[src/rtl/ir_cmd_sequencer_if.sv]
// Signal bundle between the IR command sequencer, its IR decoder and the command consumer.
// The slave modport is the sequencer's view; the master modport is the environment's view.
interface ir_cmd_sequencer_if;
  localparam int unsigned FRAME_W = 32;
  localparam int unsigned BYTE_W  = 8;

  logic               enable;
  logic               frame_push;
  logic [FRAME_W-1:0] frame_data;
  logic               cmd_ready;
  logic               dec_start;
  logic               dec_restart;
  logic               cmd_valid;
  logic [BYTE_W-1:0]  cmd_addr;
  logic [BYTE_W-1:0]  cmd_code;
  logic               cmd_repeat;
  logic [BYTE_W-1:0]  err_count;
  logic               overrun;

  modport master (
    output enable, frame_push, frame_data, cmd_ready,
    input  dec_start, dec_restart, cmd_valid, cmd_addr, cmd_code, cmd_repeat, err_count, overrun
  );

  modport slave (
    input  enable, frame_push, frame_data, cmd_ready,
    output dec_start, dec_restart, cmd_valid, cmd_addr, cmd_code, cmd_repeat, err_count, overrun
  );
endinterface

[src/rtl/ir_cmd_sequencer.sv]
// Arms an IR decoder, validates complement-coded frames and holds decoded commands until the
// consumer accepts them; flags repeats, counts rejected frames and records overruns.
module ir_cmd_sequencer #(
  parameter int unsigned TIMEOUT_CYCLES = 4_000_000,
  parameter int unsigned REPEAT_WINDOW  = 12_000_000
) (
  input  logic              clk,
  input  logic              reset,
  ir_cmd_sequencer_if.slave bus
);
  localparam int unsigned TO_W    = $clog2(TIMEOUT_CYCLES + 1);
  localparam int unsigned WIN_W   = $clog2(REPEAT_WINDOW + 1);
  localparam int unsigned FRAME_W = 32;
  localparam int unsigned BYTE_W  = 8;
  localparam logic [BYTE_W-1:0] ERR_MAX = 8'hFF;

  typedef enum logic [2:0] {
    S_IDLE,
    S_ARM,
    S_LISTEN,
    S_CHECK,
    S_HOLD
  } state_e;

  state_e               state_q, state_d;
  logic [TO_W-1:0]      to_cnt_q, to_cnt_d;
  logic                 timeout_q, timeout_d;
  logic [WIN_W-1:0]     win_cnt_q, win_cnt_d;
  logic [FRAME_W-1:0]   frame_q, frame_d;
  logic                 have_last_q, have_last_d;
  logic [BYTE_W-1:0]    last_addr_q, last_addr_d;
  logic [BYTE_W-1:0]    last_code_q, last_code_d;
  logic                 dec_start_q, dec_start_d;
  logic                 dec_restart_q, dec_restart_d;
  logic                 cmd_valid_q, cmd_valid_d;
  logic [BYTE_W-1:0]    cmd_addr_q, cmd_addr_d;
  logic [BYTE_W-1:0]    cmd_code_q, cmd_code_d;
  logic                 cmd_repeat_q, cmd_repeat_d;
  logic [BYTE_W-1:0]    err_q, err_d;
  logic                 overrun_q, overrun_d;
  logic                 frame_good;

  assign frame_good = (frame_q[23:16] == ~frame_q[31:24]) && (frame_q[7:0] == ~frame_q[15:8]);

  // Next-state and registered-output computation
  always_comb begin
    state_d      = state_q;
    to_cnt_d     = to_cnt_q;
    timeout_d    = 1'b0;
    win_cnt_d    = (win_cnt_q == WIN_W'(REPEAT_WINDOW)) ? win_cnt_q : win_cnt_q + WIN_W'(1);
    frame_d      = frame_q;
    have_last_d  = have_last_q;
    last_addr_d  = last_addr_q;
    last_code_d  = last_code_q;
    cmd_addr_d   = cmd_addr_q;
    cmd_code_d   = cmd_code_q;
    cmd_repeat_d = cmd_repeat_q;
    err_d        = err_q;
    overrun_d    = overrun_q;

    unique case (state_q)
      S_IDLE: begin
        if (bus.enable) state_d = S_ARM;
      end
      S_ARM: begin
        to_cnt_d = '0;
        state_d  = S_LISTEN;
      end
      S_LISTEN: begin
        to_cnt_d = to_cnt_q + TO_W'(1);
        // A frame completing this cycle beats both disable and timeout
        if (bus.frame_push) begin
          frame_d = bus.frame_data;
          state_d = S_CHECK;
        end else if (!bus.enable) begin
          state_d = S_IDLE;
        end else if (timeout_q) begin
          state_d = S_ARM;
        end else begin
          timeout_d = (to_cnt_q == TO_W'(TIMEOUT_CYCLES - 1));
        end
      end
      S_CHECK: begin
        if (frame_good) begin
          state_d      = S_HOLD;
          cmd_addr_d   = frame_q[31:24];
          cmd_code_d   = frame_q[15:8];
          cmd_repeat_d = have_last_q && (frame_q[31:24] == last_addr_q) &&
                         (frame_q[15:8] == last_code_q) && (win_cnt_q < WIN_W'(REPEAT_WINDOW));
        end else begin
          state_d = S_ARM;
          if (err_q != ERR_MAX) err_d = err_q + BYTE_W'(1);
        end
      end
      S_HOLD: begin
        if (bus.frame_push) overrun_d = 1'b1;
        if (bus.cmd_ready) begin
          state_d     = bus.enable ? S_ARM : S_IDLE;
          have_last_d = 1'b1;
          last_addr_d = cmd_addr_q;
          last_code_d = cmd_code_q;
          win_cnt_d   = '0;
        end
      end
      default: state_d = S_IDLE;
    endcase

    dec_start_d   = (state_d == S_LISTEN);
    dec_restart_d = (state_d == S_ARM);
    cmd_valid_d   = (state_d == S_HOLD);
  end

  // State and output registers
  always_ff @(posedge clk) begin
    if (reset) begin
      state_q       <= S_IDLE;
      to_cnt_q      <= '0;
      timeout_q     <= 1'b0;
      win_cnt_q     <= '0;
      frame_q       <= '0;
      have_last_q   <= 1'b0;
      last_addr_q   <= '0;
      last_code_q   <= '0;
      dec_start_q   <= 1'b0;
      dec_restart_q <= 1'b0;
      cmd_valid_q   <= 1'b0;
      cmd_addr_q    <= '0;
      cmd_code_q    <= '0;
      cmd_repeat_q  <= 1'b0;
      err_q         <= '0;
      overrun_q     <= 1'b0;
    end else begin
      state_q       <= state_d;
      to_cnt_q      <= to_cnt_d;
      timeout_q     <= timeout_d;
      win_cnt_q     <= win_cnt_d;
      frame_q       <= frame_d;
      have_last_q   <= have_last_d;
      last_addr_q   <= last_addr_d;
      last_code_q   <= last_code_d;
      dec_start_q   <= dec_start_d;
      dec_restart_q <= dec_restart_d;
      cmd_valid_q   <= cmd_valid_d;
      cmd_addr_q    <= cmd_addr_d;
      cmd_code_q    <= cmd_code_d;
      cmd_repeat_q  <= cmd_repeat_d;
      err_q         <= err_d;
      overrun_q     <= overrun_d;
    end
  end

  assign bus.dec_start   = dec_start_q;
  assign bus.dec_restart = dec_restart_q;
  assign bus.cmd_valid   = cmd_valid_q;
  assign bus.cmd_addr    = cmd_addr_q;
  assign bus.cmd_code    = cmd_code_q;
  assign bus.cmd_repeat  = cmd_repeat_q;
  assign bus.err_count   = err_q;
  assign bus.overrun     = overrun_q;
endmodule
[src/flat_wrapper.sv]
// flat-port wrapper written by rule: the top's interface ports become plain ports
module ir_cmd_sequencer_flat 
#(
  parameter int unsigned TIMEOUT_CYCLES = 4_000_000,
  parameter int unsigned REPEAT_WINDOW  = 12_000_000
)
  (clk, reset, bus_enable, bus_frame_push, bus_frame_data, bus_cmd_ready, bus_dec_start, bus_dec_restart, bus_cmd_valid, bus_cmd_addr, bus_cmd_code, bus_cmd_repeat, bus_err_count, bus_overrun);
  ir_cmd_sequencer_if bus_i ();
  input  logic clk;
  input  logic reset;
  input wire logic [$bits(bus_i.enable)-1:0] bus_enable;
  input wire logic [$bits(bus_i.frame_push)-1:0] bus_frame_push;
  input wire logic [$bits(bus_i.frame_data)-1:0] bus_frame_data;
  input wire logic [$bits(bus_i.cmd_ready)-1:0] bus_cmd_ready;
  output wire logic [$bits(bus_i.dec_start)-1:0] bus_dec_start;
  output wire logic [$bits(bus_i.dec_restart)-1:0] bus_dec_restart;
  output wire logic [$bits(bus_i.cmd_valid)-1:0] bus_cmd_valid;
  output wire logic [$bits(bus_i.cmd_addr)-1:0] bus_cmd_addr;
  output wire logic [$bits(bus_i.cmd_code)-1:0] bus_cmd_code;
  output wire logic [$bits(bus_i.cmd_repeat)-1:0] bus_cmd_repeat;
  output wire logic [$bits(bus_i.err_count)-1:0] bus_err_count;
  output wire logic [$bits(bus_i.overrun)-1:0] bus_overrun;
  assign bus_i.enable = bus_enable;
  assign bus_i.frame_push = bus_frame_push;
  assign bus_i.frame_data = bus_frame_data;
  assign bus_i.cmd_ready = bus_cmd_ready;
  assign bus_dec_start = bus_i.dec_start;
  assign bus_dec_restart = bus_i.dec_restart;
  assign bus_cmd_valid = bus_i.cmd_valid;
  assign bus_cmd_addr = bus_i.cmd_addr;
  assign bus_cmd_code = bus_i.cmd_code;
  assign bus_cmd_repeat = bus_i.cmd_repeat;
  assign bus_err_count = bus_i.err_count;
  assign bus_overrun = bus_i.overrun;
  ir_cmd_sequencer #(.TIMEOUT_CYCLES(TIMEOUT_CYCLES), .REPEAT_WINDOW(REPEAT_WINDOW)) u_core (.clk(clk), .reset(reset), .bus(bus_i));
endmodule
[config.mk]
export PLATFORM = sky130hd
export DESIGN_NAME = ir_cmd_sequencer_flat
export DESIGN_NICKNAME = d
export VERILOG_FILES = /design/src/rtl/ir_cmd_sequencer_if.sv /design/src/rtl/ir_cmd_sequencer.sv /design/src/flat_wrapper.sv
export SDC_FILE = /design/constraint.sdc
export NUM_CORES = 1
export LEC_CHECK = 0
export BUFFER_PORTS_ARGS = -buffer_cell sky130_fd_sc_hd__buf_2
export CAP_MARGIN = 15
export CORE_MARGIN = 3
export CORE_UTILIZATION = 35
export DETAILED_ROUTE_END_ITERATION = 6
export SETUP_SLACK_MARGIN = 0.5
export SKIP_LAST_GASP = 1
export SYNTH_ARGS = -nofsm -noshare
export SYNTH_HDL_FRONTEND = slang
export SYNTH_SLANG_ARGS = --single-unit
export TNS_END_PERCENT = 30
[constraint.sdc]
create_clock -name clk -period 3.45 [get_ports clk]
set_input_delay 0.345 -clock clk [delete_from_list [all_inputs] [get_ports clk]]
set_output_delay 0.345 -clock clk [all_outputs]
set_load 0.005 [all_outputs]
# Yosys cells after proc, flatten, opt, wreduce, memory -nomap -nowiden
# Cells that the tools add are included.
classes:
  add_sub_neg: 3
  reduce_logical: 12
  mux: 12
  magnitude_cmp: 1
  n_eq_ne: 14
  bitwise_logic: 5
ops:
  columns: ["op", "n"]
  rows:
  - ["24-bit 2-to-1 mux", 3]
  - ["22-bit one-hot mux with 2 select lines", 1]
  - ["8-bit == test", 4]
  - ["24-bit by 1-bit adder with 24-bit output (second input constant)", 1]
  - ["24-bit == test (second input constant)", 1]
  - ["24-bit < comparator (second input constant)", 1]
  - ["22-bit by 1-bit adder with 22-bit output (second input constant)", 1]
  - ["22-bit == test (second input constant)", 1]
  - ["3-bit 2-to-1 mux", 6]
  - ["8-bit inverter", 2]
  - ["3-bit one-hot mux with 5 select lines", 1]
  - ["3-bit by 2-bit == test with 1-bit output (second input constant)", 3]
  - ["8-bit by 1-bit adder with 8-bit output (second input constant)", 1]
  - ["8-bit != test (second input constant)", 1]
  - ["2-bit AND reduction", 4]
  - ["3-bit by 1-bit == test with 1-bit output (second input constant)", 2]
  - ["3-bit == test (second input constant)", 2]
  - ["5-bit OR reduction", 1]
  - ["1-bit logical AND", 4]
  - ["3-bit logical NOT", 1]
  - ["1-bit inverter", 3]
  - ["3-bit AND reduction", 1]
  - ["2-bit nonzero test", 1]
  - ["1-bit 2-to-1 mux", 1]
totals:
  inputBits: 37
  word_cells: 63
  reg_bits: 128

# Depth between registers and ports, before layout
# Gate-level depths: netlist of the first run.
depth:
  ltp_word: 6
  depth_mapped: 8
  mapped_depth_nobuf: 7

# Worst setup path before layout of the first run
# OpenSTA, ideal clock, no wires.
synth_path:
  path_kind: "flip-flop to flip-flop"
  start: "reg u_core.state_q[0]"
  end: "reg u_core.to_cnt_q[20]"
  path_buffers: 2
  setup_ns: 0.070
  arrival_time_ns: 1.892
  period_less_slack_ns: 1.962
  path_slack_ns: 1.488
  path_stages_with_launch: 8
  cell_sequence: "dfxtp_1 > buf_6 > or3b_1 > buf_6 > nor4_4 > nand3_2 > or3_1 > a21oi_1"
synth_via:
  elab_chain_cells: 2
  word_cells_on_any_way: 4
synth_rtl:
  columns: ["element", "line_no", "source"]
  rows:
  - ["start: declaration", "ir_cmd_sequencer.sv:25", "state_e state_q, state_d;"]
  - ["start signal: assignment", "ir_cmd_sequencer.sv:133", "state_q <= state_d;"]
  - ["3-bit by 2-bit == test with 1-bit output / 3-bit by 1-bit == test with 1-bit output (equally long branches)", "ir_cmd_sequencer.sv:61", "unique case (state_q)"]
  - ["22-bit one-hot mux with 2 select lines / 2-bit nonzero test (equally long branches)", null, null]
  - ["end signal: assignment", "ir_cmd_sequencer.sv:134", "to_cnt_q <= to_cnt_d;"]
  - ["end: declaration", "ir_cmd_sequencer.sv:26", "logic [TO_W-1:0] to_cnt_q, to_cnt_d;"]
# Parallel ways exist; a longest one is shown, timed or not.
# A chain may end at the register's enable or synchronous reset.

# Worst setup path in the final report of the first run
# Ends and elaborated chain as after synthesis.

==> results.py, run 1 <==
metrics = {
    "clocking": {
        "cts.clk_slew.worst_paths_ps": 60,
        "cts_resized": 0,
        "clock-root-buffer": "clkbuf_16",
        "h-tree-depth": 4,
        "cts.sinks": 128,
        "clock_latency_ps": 420,
        "post_cts_buffers": 0,
        "cts_tree": "yes",
        "postCtsHoldBufs": 0,
        "clock_path_buffers": 2,
        "cts_inserted_buffers": 17,
    },
    "floorplanning": {
        "dieArea_um2": 18120,
        "num_rows": 46,
        "fp.dieH_um": 134.6,
        "initial_core_util_pct": 36.04,
        "dieWidth_um": 134.6,
        "core_region_area_um2": 16060,
        "floorplan.io_pins": 66,
    },
    "global_routing": {
        "first_global_vias": 4395,
        "grt_overflow": 0,
        "antenna_found_initial": 0,
        "grt_pass1_wl_mm": 21.86,
        "grt_max_degree": 50,
        "grtUsageTotal_pct": 14.96,
    },
    "place": {
        "dp_hpwl_mm": 8.992,
        "place_congestion": 0.7439,
        "io_buffers": 65,
    },
    "critical_path": {
        "worst_r2r_startpoint": "u_core.state_q[0]",
        "startpoint": "u_core.state_q[0]",
        "critPathLaunchType": "flip-flop",
        "required_ps": 3800,
        "critical_path_arrival_ps": 2670,
        "critPathKind": "reg -> reg",
        "rr_worst_depth": 5,
        "worstSetupEndpointType": "flip-flop",
        "crit_path_max_fanout": 16,
    },
    "synth": {
        "synth_top_area_share_pct": 44.27,
        "yosysSeqAreaShare_pct": 44.27,
        "synth_area_per_cell_um2": 8.450,
        "synth_cell_types": 50,
        "yosysMostFrequentCell": "dfxtp_1",
        "netlist_area_um2": 5788,
        "postSynthCellCount": 685,
        "yosys-top-cells-area": "dfxtp_1 44%, nand2_1 7.9%, xor2_1 7.6%",
        "yosys_most_used_dff": "dfxtp_1",
        "yosysTopAreaCell": "dfxtp_1",
        "async_flop_share_pct": 0,
        "yosys_warnings": 0,
        "synth_edf_count": 0,
        "synth_seq_cells": 128,
        "synthesis.nets": 726,
        "synth_commonest_cells": "128 x dfxtp_1, 122 x nand2_1, 72 x a21oi_1",
    },
    "sta": {
        "fin_tns_setup_ps": 0,
        "maxSlewHeadroom_pct": 40.95,
        "slew_violations": 0,
        "finClkSkew_ps": 7.900,
        "rsz0062_at_grt": "no",
        "finalSetupViolCount": 0,
        "hold_violations": 0,
        "fin_crit_sh_pct": 67.35,
        "worst_pin_slew_ps": 885.8,
        "fmax_ghz": 0.4304,
        "period_minus_slack_ps": 2323,
    },
    "routing": {
        "dr.pass1.iters": 4,
        "viasPerCell": 4.904,
        "num_vias": 4737,
        "first_iter_violations": 244,
        "wirelength_mm": 13.13,
        "remaining_drc_errors": 0,
        "post_drt_wl_per_cell_um": 13.60,
        "drt.antenna.violating_nets": 0,
    },
    "power_and_ir_drop": {
        "pwr-share-comb_pct": 4.3,
        "power.switching_mw": 0.8035,
        "total_power_mw": 3.677,
        "clkPwrFrac_pct": 54.5,
        "powerDensity_nw_per_um2": 530.6,
        "p_int_mw": 2.873,
        "irDropWorstVdd_mv": 0.4026,
        "swShare_pct": 21.85,
        "p_leak_nw": 2.712,
        "p_seq_share_pct": 41.3,
    },
    "run": {
        "max_cap_violations": 0,
    },
    "worst_hold_path": {
        "hold_class": "in -> reg",
        "hold_start": "bus_frame_data[29]",
        "whs_path_depth": 3,
    },
    "final_layout": {
        "drive_gt1_share_pct": 16.13,
        "nets": 778,
        "antenna_cells": 0,
        "area_growth_pct": 19.74,
    },
    "outcome": {
        "outcome": "finished clean",
    },
}
==> path summary, 6_finish.rpt <==
| kind | slack (ps) | endpoint |
|---|---|---|
| worst min-delay path | 160 | u_core.frame_q[29] |
| worst max-delay path | 1130 | u_core.to_cnt_q[20] |
| worst max register to register | 1130 | u_core.to_cnt_q[20] |
| worst min register to register | 470 | u_core.frame_q[1] |
==> power by group through the flow <==
stage / Clock [mW] / Combinational [mW] / Sequential [mW]
4_1_cts: 2.06 / 0.158 / 1.52
5_1_grt: 2.12 / 0.177 / 1.52
3_3_place_gp: 0 / 0.158 / 1.55
2_1_floorplan: 0 / 0.112 / 1.54
3_5_place_dp: 0 / 0.157 / 1.55
6_report: 2.00 / 0.156 / 1.52
==> flip-flops by register name, indices dropped and copies added (netlist names), 3 cells and up <==
name                  flops
u_core.frame_q           32
u_core.win_cnt_q         24
u_core.to_cnt_q          22
u_core.bus.cmd_addr       8
u_core.bus.cmd_code       8
u_core.bus.err_count      8
u_core.last_addr_q        8
u_core.last_code_q        8
u_core.state_q            3
==> metal layers <==
metal / vias up / global-route usage (%) / part of all wire, %
met5: - / 0 / 0
met4: 0 / 5.826 / 1.4
met3: 15 / 3.651 / 4.0
met2: 85 / 21.20 / 43
met1: 2183 / 21.85 / 52
li1: 2454 / - / -
==> cell families (layout without fill, tap and decap cells) <==
family / Yosys count / count (layout) / share of synthesized area (%)
compound gates: 103 / 103 / 9.793
xor+xnor: 54 / 54 / 8.171
fa+ha+maj: 4 / 4 / 0.8647
buf+inv: 45 / 110 / 3.459
flops: 128 / 128 / 44.27
mux: 24 / 24 / 4.302
simple gates: 327 / 327 / 29.14
==> metrics by stage <==
stage | setup slack, ps | std cells | instance area (um^2) | hold WS, ps | util [%]
5_1_grt | 938.2 | 966 | 6930 | 147.6 | 43.16
3_3_place_gp | 1176 | 934 | 6264 | 456.6 | 39.01
2_1_floorplan | 1488 | 685 | 5788 | 440.7 | -
4_1_cts | 1150 | 966 | 6930 | 137.4 | 43.16
3_5_place_dp | 1163 | 934 | 6264 | 465.1 | 39.01
6_report | 1127 | 966 | 6930 | 157.3 | 43.16
==> final cells by class <==
class | instances | area (um^2)
Clock inverter | 14 | 227.7
Inverter | 6 | 22.52
Tap cell | 216 | 270.3
Timing Repair Buffer | 72 | 380.4
Sequential cell | 128 | 2562
Clock buffer | 18 | 439.2
Fill cell | 1594 | 9128
Multi-Input combinational cell | 512 | 3028
==> placed cells by master, fill, tap and decap left out, types with 10 or more instances in the layout <==
| cell | instances |
|---|---|
| nand4_1 | 19 |
| nand2b_1 | 34 |
| nand3_1 | 25 |
| xor2_1 | 50 |
| nand2_1 | 122 |
| dfxtp_1 | 128 |
| mux2i_1 | 17 |
| a21oi_1 | 72 |
| o21ai_0 | 10 |
| nor2b_1 | 10 |
| buf_2 | 64 |
| nor2_1 | 47 |
| clkbuf_16 | 17 |
| and3_1 | 12 |
==> critical path, stage by stage, from the launching register on <==
cell and delay (ps):
dfxtp_1 390, or3b_1 660, nor4_4 560, nand3_2 170, or3_1 340, a21oi_1 130
(Power assumes the default switching activity.)
==> inputs of run 2 (changes only) <==
==> constraint.sdc (replaced) <==
create_clock -name clk -period 1.9 [get_ports clk]
set_input_delay 0.19 -clock clk [delete_from_list [all_inputs] [get_ports clk]]
set_output_delay 0.19 -clock clk [all_outputs]
set_load 0.005 [all_outputs]
==> results.py, run 2 (synthesized netlist as in run 1, its figures left out) <==
metrics = {
    "sta": {
        "finClkSkew_ps": 13.54,
        "fin_crit_sh_pct": 95.54,
        "finalSetupViolCount": 0,
        "slew_violations": 0,
        "fin_ws_ps": 84.81,
        "worst_pin_slew_ps": 479.3,
        "hold_violations": 0,
        "rsz0062_at_grt": "yes",
        "maxSlewHeadroom_pct": 67.96,
        "period_minus_slack_ps": 1815,
        "fmax_ghz": 0.5509,
    },
    "place": {
        "dp_hpwl_mm": 9.080,
        "place_congestion": 0.7610,
        "dp_slack_ps": 62.07,
        "io_buffers": 65,
    },
    "floorplanning": {
        "dieWidth_um": 134.6,
        "initial_core_util_pct": 36.04,
        "core_region_area_um2": 16060,
        "num_rows": 46,
        "dieArea_um2": 18120,
        "floorplan.io_pins": 66,
        "fp.dieH_um": 134.6,
    },
    "critical_path": {
        "required_ps": 2210,
        "crit_path_max_fanout": 9,
        "critPathLaunchType": "flip-flop",
        "critical_path_arrival_ps": 2120,
        "critPathKind": "reg -> reg",
        "worstSetupEndpointType": "flip-flop",
    },
    "clocking": {
        "cts_tree": "yes",
        "clock-root-buffer": "clkbuf_16",
        "cts.sinks": 128,
        "h-tree-depth": 4,
        "cts.clk_slew.worst_paths_ps": 60,
        "cts_inserted_buffers": 17,
        "clock_latency_ps": 420,
        "clock_path_buffers": 2,
    },
    "global_routing": {
        "grt_use_met3_pct": 3.912,
        "met1_usage_pct": 20.94,
        "gr-usage-met2_pct": 22.96,
        "grt_pass1_wl_mm": 22.21,
        "grt_overflow": 0,
        "grtUsageTotal_pct": 15.13,
        "first_global_vias": 4538,
        "grt_max_degree": 68,
        "antenna_found_initial": 0,
        "top_usage_layer": "met2",
    },
    "routing": {
        "wirelength_mm": 13.53,
        "first_iter_violations": 209,
        "remaining_drc_errors": 0,
        "post_drt_wl_per_cell_um": 13.31,
        "dr.pass1.iters": 5,
        "num_vias": 4964,
        "drt.antenna.violating_nets": 0,
        "viasPerCell": 4.886,
    },
    "final_layout": {
        "top_register": "u_core.frame_q",
        "antenna_cells": 0,
        "area_growth_pct": 29.77,
        "top_regs": "u_core.frame_q: 32 flops, u_core.win_cnt_q: 24 flops, u_core.to_cnt_q: 22 flops",
        "largest_register_ff_count": 32,
        "nets": 828,
        "final_cell_mix": "121 x nand2_1, 102 x dfxtp_1, 70 x a21oi_1",
        "drive_gt1_share_pct": 26.38,
        "final_common_cell": "nand2_1",
    },
    "power_and_ir_drop": {
        "total_power_mw": 6.323,
        "p_leak_nw": 3.014,
        "powerDensity_nw_per_um2": 841.9,
        "irDropWorstVdd_mv": 0.6518,
    },
    "worst_hold_path": {
        "hold_class": "in -> reg",
    },
    "run": {
        "max_cap_violations": 0,
    },
    "outcome": {
        "outcome": "finished clean",
    },
}
==> run 2: cell types whose count changed in the layout (fill, tap and decap cells not counted), sizes merged <==
cell,previous run,this run
buf,72,114
bufinv,5,2
clkbuf,18,20
clkinvlp,1,4
dlygate4sd3,0,8
inv,10,8
==> run 2: final timing paths <==
check	start	end	slack [ps]	cells past startpoint
hold reg to reg	u_core.frame_q[4]	u_core.frame_q[4]	460	2
hold / removal	bus_frame_data[28]	u_core.frame_q[28]	3	3
setup reg to reg	u_core.frame_q[1]	u_core.bus.dec_restart	80	6
setup / recovery	u_core.frame_q[1]	u_core.bus.dec_restart	80	6
==> run 2: routing by layer <==
metal  vias to the layer above  routed length [um]
met5                         -                   0
met4                         0                 198
met3                        19                 526
met2                        92                6049
met1                      2303                6752
li1                       2550                   -
==> run 2: what timing repair did <==
action                     4_1_cts  5_1_grt
gates resized for setup         18       44
setup endpoints to repair      105      126
hold buffers                     8        0
setup buffers                    3        7
hold endpoints to repair         8        0
pin swaps                       11       13
==> run 2: cell type report <==
| class | count | area, um^2 |
|---|---|---|
| tap | 216 | 270.3 |
| clock buffer | 20 | 446.7 |
| multi-input combinational | 512 | 3208 |
| clock inverter | 12 | 135.1 |
| inverter | 6 | 22.52 |
| sequential | 128 | 2600 |
| timing repair buffer | 122 | 828.3 |
| fill | 1548 | 8547 |
==> run 2: worst max-delay path, stage by stage (launching register included) <==
cell and delay, ps:
dfxtp_2 330, xor2_1 160, nand4_1 190, nor4_4 370, nor2b_4 300, buf_12 160, and4b_1 180
==> run 2: where the power goes <==
part	switching, mW	total, mW	internal, mW	leakage [nW]
clock network	1.22	3.19	1.97	0.273
logic	0.200	0.380	0.181	1.69
registers	0.0283	2.75	2.72	1.05
==> run 2: through the flow <==
step | hold WS [ps] | setup TNS [ps] | instance area, um^2 | std cells | utilization (%)
floorplan | 318.4 | 0 | 5832 | 685 | -
global placement | 436.6 | 0 | 6571 | 966 | 40.92
detailed placement | 437.9 | 0 | 6571 | 966 | 40.92
CTS | 0.7707 | 0 | 7308 | 1009 | 45.51
global route | 9.946 | -98.17 | 7511 | 1016 | 46.77
finish | 3.271 | 0 | 7511 | 1016 | 46.77
